--- src/rtl/pc_gen_if.sv ---
// pc_gen_if: bundles the fetch-PC generator's redirect, stall and IF handshake
// signals. Member names keep the original pc_gen port names.
//   master : pc_gen side (consumes redirect/stall/ready, drives PC and flags)
//   slave  : pipeline side (drives redirect/stall/ready, observes PC and flags)
interface pc_gen_if #(
    parameter int unsigned XLEN = 64
);
    logic            trap_en_i;
    logic [XLEN-1:0] trap_addr_i;
    logic            jump_en_i;
    logic [XLEN-1:0] jump_addr_i;
    logic [XLEN-1:0] jump_src_pc_i;
    logic            stall_en_i;
    logic            if_ready_i;
    logic [XLEN-1:0] pc_o;
    logic            pc_valid_o;
    logic            redirect_o;
    logic            pred_taken_o;
    logic [31:0]     stall_cnt_o;

    modport master (
        input  trap_en_i, trap_addr_i, jump_en_i, jump_addr_i, jump_src_pc_i,
        input  stall_en_i, if_ready_i,
        output pc_o, pc_valid_o, redirect_o, pred_taken_o, stall_cnt_o
    );

    modport slave (
        output trap_en_i, trap_addr_i, jump_en_i, jump_addr_i, jump_src_pc_i,
        output stall_en_i, if_ready_i,
        input  pc_o, pc_valid_o, redirect_o, pred_taken_o, stall_cnt_o
    );
endinterface

--- src/rtl/pc_gen.sv ---
// pc_gen: parametrised fetch-PC generator.
//   Trap redirect > jump redirect > hold (stall / IF not ready / boot) > advance.
//   Redirect targets are aligned to INC. Every output is registered.
// Ports:
//   clk  - clock, rising edge
//   rst  - synchronous reset, active-low
//   bus  - pc_gen_if.master: redirect/stall/ready inputs, pc_o, pc_valid_o,
//          redirect_o, pred_taken_o, stall_cnt_o outputs
// Build option: define PC_GEN_BTB_EN to add a direct-mapped BTB that predicts
// the next PC on an advance; otherwise the advance is always pc+INC.
module pc_gen #(
    parameter int unsigned     XLEN      = 64,
    parameter logic [XLEN-1:0] RESET_PC  = XLEN'('h8000_0000),
    parameter int unsigned     INC       = 4,
    parameter int unsigned     BTB_DEPTH = 8
) (
    input logic       clk,
    input logic       rst,
    pc_gen_if.master  bus
);
    if ((INC == 0) || ((INC & (INC - 1)) != 0)) begin : g_bad_inc
        $error("pc_gen: INC must be a power of 2");
    end
    if ((BTB_DEPTH < 2) || ((BTB_DEPTH & (BTB_DEPTH - 1)) != 0)) begin : g_bad_depth
        $error("pc_gen: BTB_DEPTH must be a power of 2 and >= 2");
    end

    localparam logic [XLEN-1:0] INC_X      = XLEN'(INC);
    localparam logic [XLEN-1:0] ALIGN_MASK = ~(INC_X - XLEN'(1));

    typedef enum logic [1:0] {BOOT, RUN, STALL} state_t;

    state_t          state_q, state_d;
    logic [XLEN-1:0] pc_q, pc_d;
    logic            valid_q, valid_d;
    logic            redir_q, redir_d;
    logic            pred_q, pred_d;
    logic [31:0]     cnt_q, cnt_d;
    logic            fire;
    logic            btb_hit;
    logic [XLEN-1:0] btb_tgt;

    assign fire = valid_q & bus.if_ready_i & ~bus.stall_en_i;

`ifdef PC_GEN_BTB_EN
    localparam int unsigned ALIGN = $clog2(INC);
    localparam int unsigned IDXW  = $clog2(BTB_DEPTH);
    localparam int unsigned TAGW  = XLEN - ALIGN - IDXW;

    logic [BTB_DEPTH-1:0] btb_vld_q;
    logic [TAGW-1:0]      btb_tag_q [BTB_DEPTH];
    logic [XLEN-1:0]      btb_tgt_q [BTB_DEPTH];
    logic [IDXW-1:0]      rd_idx, wr_idx;
    logic                 btb_we;

    assign rd_idx  = pc_q[ALIGN +: IDXW];
    assign wr_idx  = bus.jump_src_pc_i[ALIGN +: IDXW];
    assign btb_we  = bus.jump_en_i & ~bus.trap_en_i;
    // Registered storage: a same-cycle write to rd_idx is seen next cycle,
    // so the lookup always uses the old entry.
    assign btb_hit = btb_vld_q[rd_idx] && (btb_tag_q[rd_idx] == pc_q[XLEN-1 -: TAGW]);
    assign btb_tgt = btb_tgt_q[rd_idx];

    always_ff @(posedge clk) begin
        if (!rst) begin
            btb_vld_q <= '0;
        end else if (btb_we) begin
            btb_vld_q[wr_idx] <= 1'b1;
        end
    end

    always_ff @(posedge clk) begin
        if (btb_we) begin
            btb_tag_q[wr_idx] <= bus.jump_src_pc_i[XLEN-1 -: TAGW];
            btb_tgt_q[wr_idx] <= bus.jump_addr_i & ALIGN_MASK;
        end
    end
`else
    assign btb_hit = 1'b0;
    assign btb_tgt = '0;
`endif

    always_comb begin
        state_d = state_q;
        pc_d    = pc_q;
        valid_d = valid_q;
        redir_d = 1'b0;
        pred_d  = pred_q;
        cnt_d   = cnt_q;

        if (valid_q && bus.stall_en_i && (cnt_q != '1)) begin
            cnt_d = cnt_q + 32'd1;
        end

        if (state_q == BOOT) begin
            // Redirects are ignored here; pc_q already holds RESET_PC.
            state_d = RUN;
            valid_d = 1'b1;
        end else if (bus.trap_en_i) begin
            pc_d    = bus.trap_addr_i & ALIGN_MASK;
            redir_d = 1'b1;
            pred_d  = 1'b0;
            state_d = RUN;
        end else if (bus.jump_en_i) begin
            pc_d    = bus.jump_addr_i & ALIGN_MASK;
            redir_d = 1'b1;
            pred_d  = 1'b0;
            state_d = RUN;
        end else begin
            state_d = bus.stall_en_i ? STALL : RUN;
            // Holding keeps pred_q: pc_o still is the predicted address.
            if (fire) begin
                if (btb_hit) begin
                    pc_d   = btb_tgt;
                    pred_d = 1'b1;
                end else begin
                    pc_d   = pc_q + INC_X;
                    pred_d = 1'b0;
                end
            end
        end
    end

    always_ff @(posedge clk) begin
        if (!rst) begin
            state_q <= BOOT;
            pc_q    <= RESET_PC;
            valid_q <= 1'b0;
            redir_q <= 1'b0;
            pred_q  <= 1'b0;
            cnt_q   <= '0;
        end else begin
            state_q <= state_d;
            pc_q    <= pc_d;
            valid_q <= valid_d;
            redir_q <= redir_d;
            pred_q  <= pred_d;
            cnt_q   <= cnt_d;
        end
    end

    assign bus.pc_o         = pc_q;
    assign bus.pc_valid_o   = valid_q;
    assign bus.redirect_o   = redir_q;
    assign bus.pred_taken_o = pred_q;
    assign bus.stall_cnt_o  = cnt_q;
endmodule

--- src/flat_wrapper.sv ---
// flat-port wrapper written by rule: the top's interface ports become plain ports
module pc_gen_flat 
#(
    parameter int unsigned     XLEN      = 64,
    parameter logic [XLEN-1:0] RESET_PC  = XLEN'('h8000_0000),
    parameter int unsigned     INC       = 4,
    parameter int unsigned     BTB_DEPTH = 8
)
  (clk, rst, bus_trap_en_i, bus_trap_addr_i, bus_jump_en_i, bus_jump_addr_i, bus_jump_src_pc_i, bus_stall_en_i, bus_if_ready_i, bus_pc_o, bus_pc_valid_o, bus_redirect_o, bus_pred_taken_o, bus_stall_cnt_o);
  pc_gen_if #(.XLEN(XLEN)) bus_i ();
  input logic clk;
  input logic rst;
  input wire logic [$bits(bus_i.trap_en_i)-1:0] bus_trap_en_i;
  input wire logic [$bits(bus_i.trap_addr_i)-1:0] bus_trap_addr_i;
  input wire logic [$bits(bus_i.jump_en_i)-1:0] bus_jump_en_i;
  input wire logic [$bits(bus_i.jump_addr_i)-1:0] bus_jump_addr_i;
  input wire logic [$bits(bus_i.jump_src_pc_i)-1:0] bus_jump_src_pc_i;
  input wire logic [$bits(bus_i.stall_en_i)-1:0] bus_stall_en_i;
  input wire logic [$bits(bus_i.if_ready_i)-1:0] bus_if_ready_i;
  output wire logic [$bits(bus_i.pc_o)-1:0] bus_pc_o;
  output wire logic [$bits(bus_i.pc_valid_o)-1:0] bus_pc_valid_o;
  output wire logic [$bits(bus_i.redirect_o)-1:0] bus_redirect_o;
  output wire logic [$bits(bus_i.pred_taken_o)-1:0] bus_pred_taken_o;
  output wire logic [$bits(bus_i.stall_cnt_o)-1:0] bus_stall_cnt_o;
  assign bus_i.trap_en_i = bus_trap_en_i;
  assign bus_i.trap_addr_i = bus_trap_addr_i;
  assign bus_i.jump_en_i = bus_jump_en_i;
  assign bus_i.jump_addr_i = bus_jump_addr_i;
  assign bus_i.jump_src_pc_i = bus_jump_src_pc_i;
  assign bus_i.stall_en_i = bus_stall_en_i;
  assign bus_i.if_ready_i = bus_if_ready_i;
  assign bus_pc_o = bus_i.pc_o;
  assign bus_pc_valid_o = bus_i.pc_valid_o;
  assign bus_redirect_o = bus_i.redirect_o;
  assign bus_pred_taken_o = bus_i.pred_taken_o;
  assign bus_stall_cnt_o = bus_i.stall_cnt_o;
  pc_gen #(.XLEN(XLEN), .RESET_PC(RESET_PC), .INC(INC), .BTB_DEPTH(BTB_DEPTH)) u_core (.clk(clk), .rst(rst), .bus(bus_i));
endmodule
--- config.mk ---
export PLATFORM = sky130hd
export DESIGN_NAME = pc_gen_flat
export DESIGN_NICKNAME = d
export VERILOG_FILES = /design/src/rtl/pc_gen_if.sv /design/src/rtl/pc_gen.sv /design/src/flat_wrapper.sv
export SDC_FILE = /design/constraint.sdc
export NUM_CORES = 1
export LEC_CHECK = 0
export CAP_MARGIN = 20
export CORE_MARGIN = 4
export CORE_UTILIZATION = 44
export CTS_CLUSTER_SIZE = 28
export DETAILED_ROUTE_END_ITERATION = 16
export GPL_ROUTABILITY_DRIVEN = 0
export GPL_TIMING_DRIVEN = 0
export PLACE_DENSITY = 0.83
export SYNTH_ARGS = -nofsm -noshare
export SYNTH_HDL_FRONTEND = slang
export SYNTH_SLANG_ARGS = --single-unit
--- constraint.sdc ---
create_clock -name clk -period 3.5 [get_ports clk]
set_input_delay 1.05 -clock clk [delete_from_list [all_inputs] [get_ports clk]]
set_output_delay 1.05 -clock clk [all_outputs]
set_load 0.02 [all_outputs]
== Word level (Yosys, flattened, before mapping) ==
Index checks and enable logic that the tools add are counted.
Storage, ports and cells
  flip-flop bits (word level): 101
  output and inout bits: 99
  word-level logic and storage cells: 34
Cells by class
  $add $sub $neg: 2
  eq/ne operators: 1
  mux-type cells: 12
  bitwise gates (word level): 5
  reductions and logical operators: 7
Operators with widths (number)
  two-way mux 64 bit: 3
  adder 64 x 3 -> 64 bit (second input constant): 1
  adder 32 x 1 -> 32 bit (second input constant): 1
  != test 32 bit (second input constant): 1
  two-way mux 1 bit: 8
  OR reduction 4 bit: 1
  inverter 1 bit: 3
  nonzero test 3 bit: 1
  AND 1 bit: 2
  logical AND 1 bit: 2
  logical NOT 2 bit: 1
  two-way mux 2 bit: 1
  AND reduction 2 bit: 1
  OR reduction 2 bit: 1

== Logic depth before layout (Yosys ltp) ==
  depth after elaboration: 5
  depth in mapped cells: 8
  gate-level depth less buffers: 6

== Worst setup path before layout ==
Ideal clock, no wire load.
  kind: input to register
  start: in bus_trap_en_i
  end: reg u_core.pc_q[48] (netlist: u_core.bus.pc_o[48])
  setup time: 0.119 ns
  arrival: 2.651 ns
  data required time: 3.381 ns
  setup slack: 0.730 ns
  stages: 7
  path buffers: 3
  cell sequence: clkbuf_1 > nor2_1 > a21oi_1 > clkbuf_1 > buf_1 > nand3_1 > o221a_2
Between the ends
  cells in the longest elaborated chain, start to end: 2
  elaborated cells on any way between the ends: 3
  those cells by class: 1 x mux; 2 x reduce/logical
Ends and longest elaborated chain
  start, declared: RTL line flat_wrapper.sv:13  | input wire logic [$bits(bus_i.trap_en_i)-1:0] bus_trap_en_i;
  nonzero test 3 bit (no source line)
  AND reduction 2 bit (no source line)
  end signal, assigned: RTL line pc_gen.sv:134  | pc_q <= pc_d;
  end, declared: RTL line pc_gen.sv:34  | logic [XLEN-1:0] pc_q, pc_d;
Parallel ways exist; a longest one is shown, timed or not.
A chain may end at the register's enable or synchronous reset.

== Worst setup path in the final report ==
  start: in bus_trap_en_i
  end: reg u_core.pc_q[62] (netlist: u_core.bus.pc_o[62])
The elaborated chain is that of the path after synthesis.

==> flow_summary.json <==
{
  "worstHoldPathCells": 2,
  "cts.repair.resized": 6,
  "cts_setup_buffers": 0,
  "power_switching_mw": 1.065,
  "routed_wl_um": 33590,
  "initial_utilization_pct": 45.34,
  "synth_edf_count": 0,
  "crit_type": "in2reg",
  "worstReg2RegStart": "u_core.bus.pc_o[2]",
  "required_ps": 3810,
  "p_sw_share_pct": 32.76,
  "critPathCaptureType": "flop",
  "post-route-util_pct": 63.89,
  "path_clk_slew_ps": 70,
  "p_comb_share_pct": 25.7,
  "fin_tns_setup_ps": 0,
  "drtAntennaViolNets": 0,
  "first_global_vias": 9099,
  "wl_per_cell_um": 24.02,
  "fmax_mhz": 288.8,
  "drtPass1Iterations": 9,
  "peakVddDrop_mv": 0.2607,
  "async_reset_ff_share_pct": 0,
  "cts_tree": "built",
  "cp.arrival_ps": 3770,
  "seqPwrFrac_pct": 39.4,
  "ioPinCount": 297,
  "fin_crit_sh_pct": 98.93,
  "cts_made_buffers": 9,
  "syn_avg_cell_area_um2": 7.341,
  "nets": 1382,
  "dp_hpwl_um": 24120,
  "rsz0062_at_grt": "no",
  "layout_common_cells": "clkdlybuf4s50_1, a21oi_1, dfxtp_1, nand2_1, clkbuf_1",
  "grt_pass1_wl_um": 50250,
  "ys_ff_latch": 98,
  "syn_inst": 946,
  "setup_violations": 0,
  "placementRows": 45,
  "cts.sinks": 98,
  "min_to": "u_core.bus.stall_cnt_o[26]",
  "clk-insertion-delay-late_ps": 370,
  "die_x_um": 133.6,
  "die_h_um": 133.6,
  "die_area_mm2": 0.01786,
  "clockBufferDepth": 2,
  "cell_internal_pwr_mw": 2.186,
  "clock-skew-final_ps": 12.73,
  "coreArea_mm2": 0.01531,
  "num_vias": 9714,
  "powerDensity_mw_per_mm2": 332.3,
  "yosysSeqAreaShare_pct": 28.25,
  "root_buffer": "clkbuf_16",
  "p_leak_nw": 3.117,
  "avgViaCountPerCell": 6.948,
  "grt_overflow": 0,
  "ys.flop_type": "dfxtp_1",
  "htree_num_levels": 3,
  "area_growth_pct": 40.90,
  "final_common_cell": "clkdlybuf4s50_1",
  "start_kind": "input port",
  "grt_usage_pct": 35.92,
  "grt_max_degree": 17,
  "ff2ff_setup_slack_ps": 540,
  "relSlewSlack_pct": 24.79,
  "min_period_ps": 3463,
  "antenna_found_initial": 0,
  "min_from": "u_core.bus.stall_cnt_o[26]",
  "ys_warn_count": 0,
  "worst-path-max-fanout": 10,
  "synth_cell_types": 79,
  "pwr-share-clk_pct": 34.8,
  "diodes": 0,
  "drive_above_1_share_pct": 5.897,
  "drt_iter0_markers": 1784,
  "hold_viol_final": 0,
  "hold_path.class": "reg2reg",
  "portBuffers": 223,
  "design_power_total_mw": 3.251,
  "tightest_slew_ps": 1113,
  "cap_violations": 0,
  "syn-cell-area_mm2": 0.006944,
  "drc": 0,
  "rr_worst_depth": 7,
  "status": "finished clean",
  "regToRegEndpoint": "u_core.bus.pc_o[58]",
  "cts_hold_buf": 0,
  "timing.final.max_slew_violations": 0
}
## stage by stage
step / setup slack [ps] / cell area [µm²] / hold WS [ps] / cells
finish: 37.31 / 9784 / 477.6 / 1398
global route: 20.47 / 9784 / 512.9 / 1398
floorplan: 729.9 / 6952 / 545.2 / 948
detailed placement: -925.3 / 9453 / 470.9 / 1383
global placement: -872.5 / 9448 / 465.8 / 1382
CTS: 30.16 / 9781 / 481.6 / 1399
## per-layer routing
metal / up-vias / global-route usage, % / routed length [µm]
met5: - / 0 / 0
met4: 0 / 22.86 / 2701
met3: 274 / 11.29 / 5458
met2: 954 / 54.63 / 14100
met1: 4388 / 43.95 / 11330
li1: 4098 / - / -
## state kept, by name, indices dropped and copies added (netlist names)
signal                  flops
u_core.bus.pc_o            62
u_core.bus.stall_cnt_o     32
u_core.state_q              2
u_core.bus.pc_valid_o       1
u_core.bus.redirect_o       1
## power by group through the flow
stage                     clock (mW)  sequential (mW)  combinational [mW]
after floorplan                    0             1.34               0.311
after global placement             0             1.30               0.790
after detailed placement           0             1.30               0.796
after CTS                       1.12             1.27               0.804
after global routing            1.16             1.29               0.868
final                           1.13             1.28               0.837
## Yosys cell counts, drive strengths merged, types with 5 or more instances
master | number | area share [%]
a21oi | 98 | 7.1
dfxtp | 98 | 28
nand2 | 87 | 4.7
clkbuf | 67 | 4.1
nor2 | 57 | 3.1
o21ai | 55 | 4.0
nand3 | 51 | 3.7
nand4 | 37 | 3.6
nor4 | 27 | 2.4
nor3 | 24 | 1.8
or4 | 24 | 2.6
o31ai | 21 | 2.3
o211ai | 19 | 2.1
buf | 18 | 1.5
inv | 17 | 0.92
a31oi | 16 | 1.4
mux2i | 16 | 2.3
nand2b | 16 | 1.4
or3 | 16 | 1.5
a211oi | 15 | 1.6
and3 | 15 | 1.4
and4 | 14 | 1.8
o22ai | 13 | 1.2
a22oi | 9 | 0.97
o21a | 9 | 0.97
xnor2 | 7 | 0.88
a22o | 6 | 0.76
and2 | 6 | 0.56
a21o | 5 | 0.54
o221ai | 5 | 0.63
o31a | 5 | 0.63
or2 | 5 | 0.45
## worst max path at each step
stage	endpoint	cells after the start	slack [ps]	startpoint
2_1_floorplan	u_core.bus.pc_o[48]	7	730	bus_trap_en_i
3_3_place_gp	u_core.bus.pc_o[28]	8	-870	bus_trap_en_i
3_5_place_dp	u_core.bus.pc_o[62]	9	-930	bus_trap_en_i
4_1_cts	u_core.bus.pc_o[16]	8	30	bus_trap_en_i
5_1_grt	u_core.bus.pc_o[39]	8	20	bus_trap_en_i
6_report	u_core.bus.pc_o[62]	9	40	bus_trap_en_i
## final cells by class
| type | count | area [µm²] |
|---|---|---|
| clock inverters | 5 | 86.33 |
| repair buffers | 224 | 2237 |
| fillers | 1348 | 5530 |
| well taps | 211 | 264.0 |
| flip-flops and latches | 98 | 1962 |
| plain buffers | 84 | 394.1 |
| clock buffers | 11 | 232.7 |
| inverters | 18 | 67.56 |
| multi-input cells | 747 | 4541 |
## kinds of logic (layout without fill, tap and decap cells)
group,count (synthesis),count (layout),share of synthesized area (%)
other cells,1,3,0.05400
simple gates,391,391,30.56
compound gates,322,322,30.16
buf+inv,103,342,6.558
xor+xnor,10,10,1.261
mux,19,19,2.793
fa+ha+maj,2,2,0.3603
flops,98,98,28.25
## critical path: stages
cell	delay, ps
clkdlybuf4s50_1	460
clkbuf_2	230
nor2_2	550
a21oi_1	300
clkbuf_2	320
clkbuf_2	370
o211ai_1	220
o211ai_1	140
nand3_1	130
Note: power is estimated with default switching activity, not from simulation.
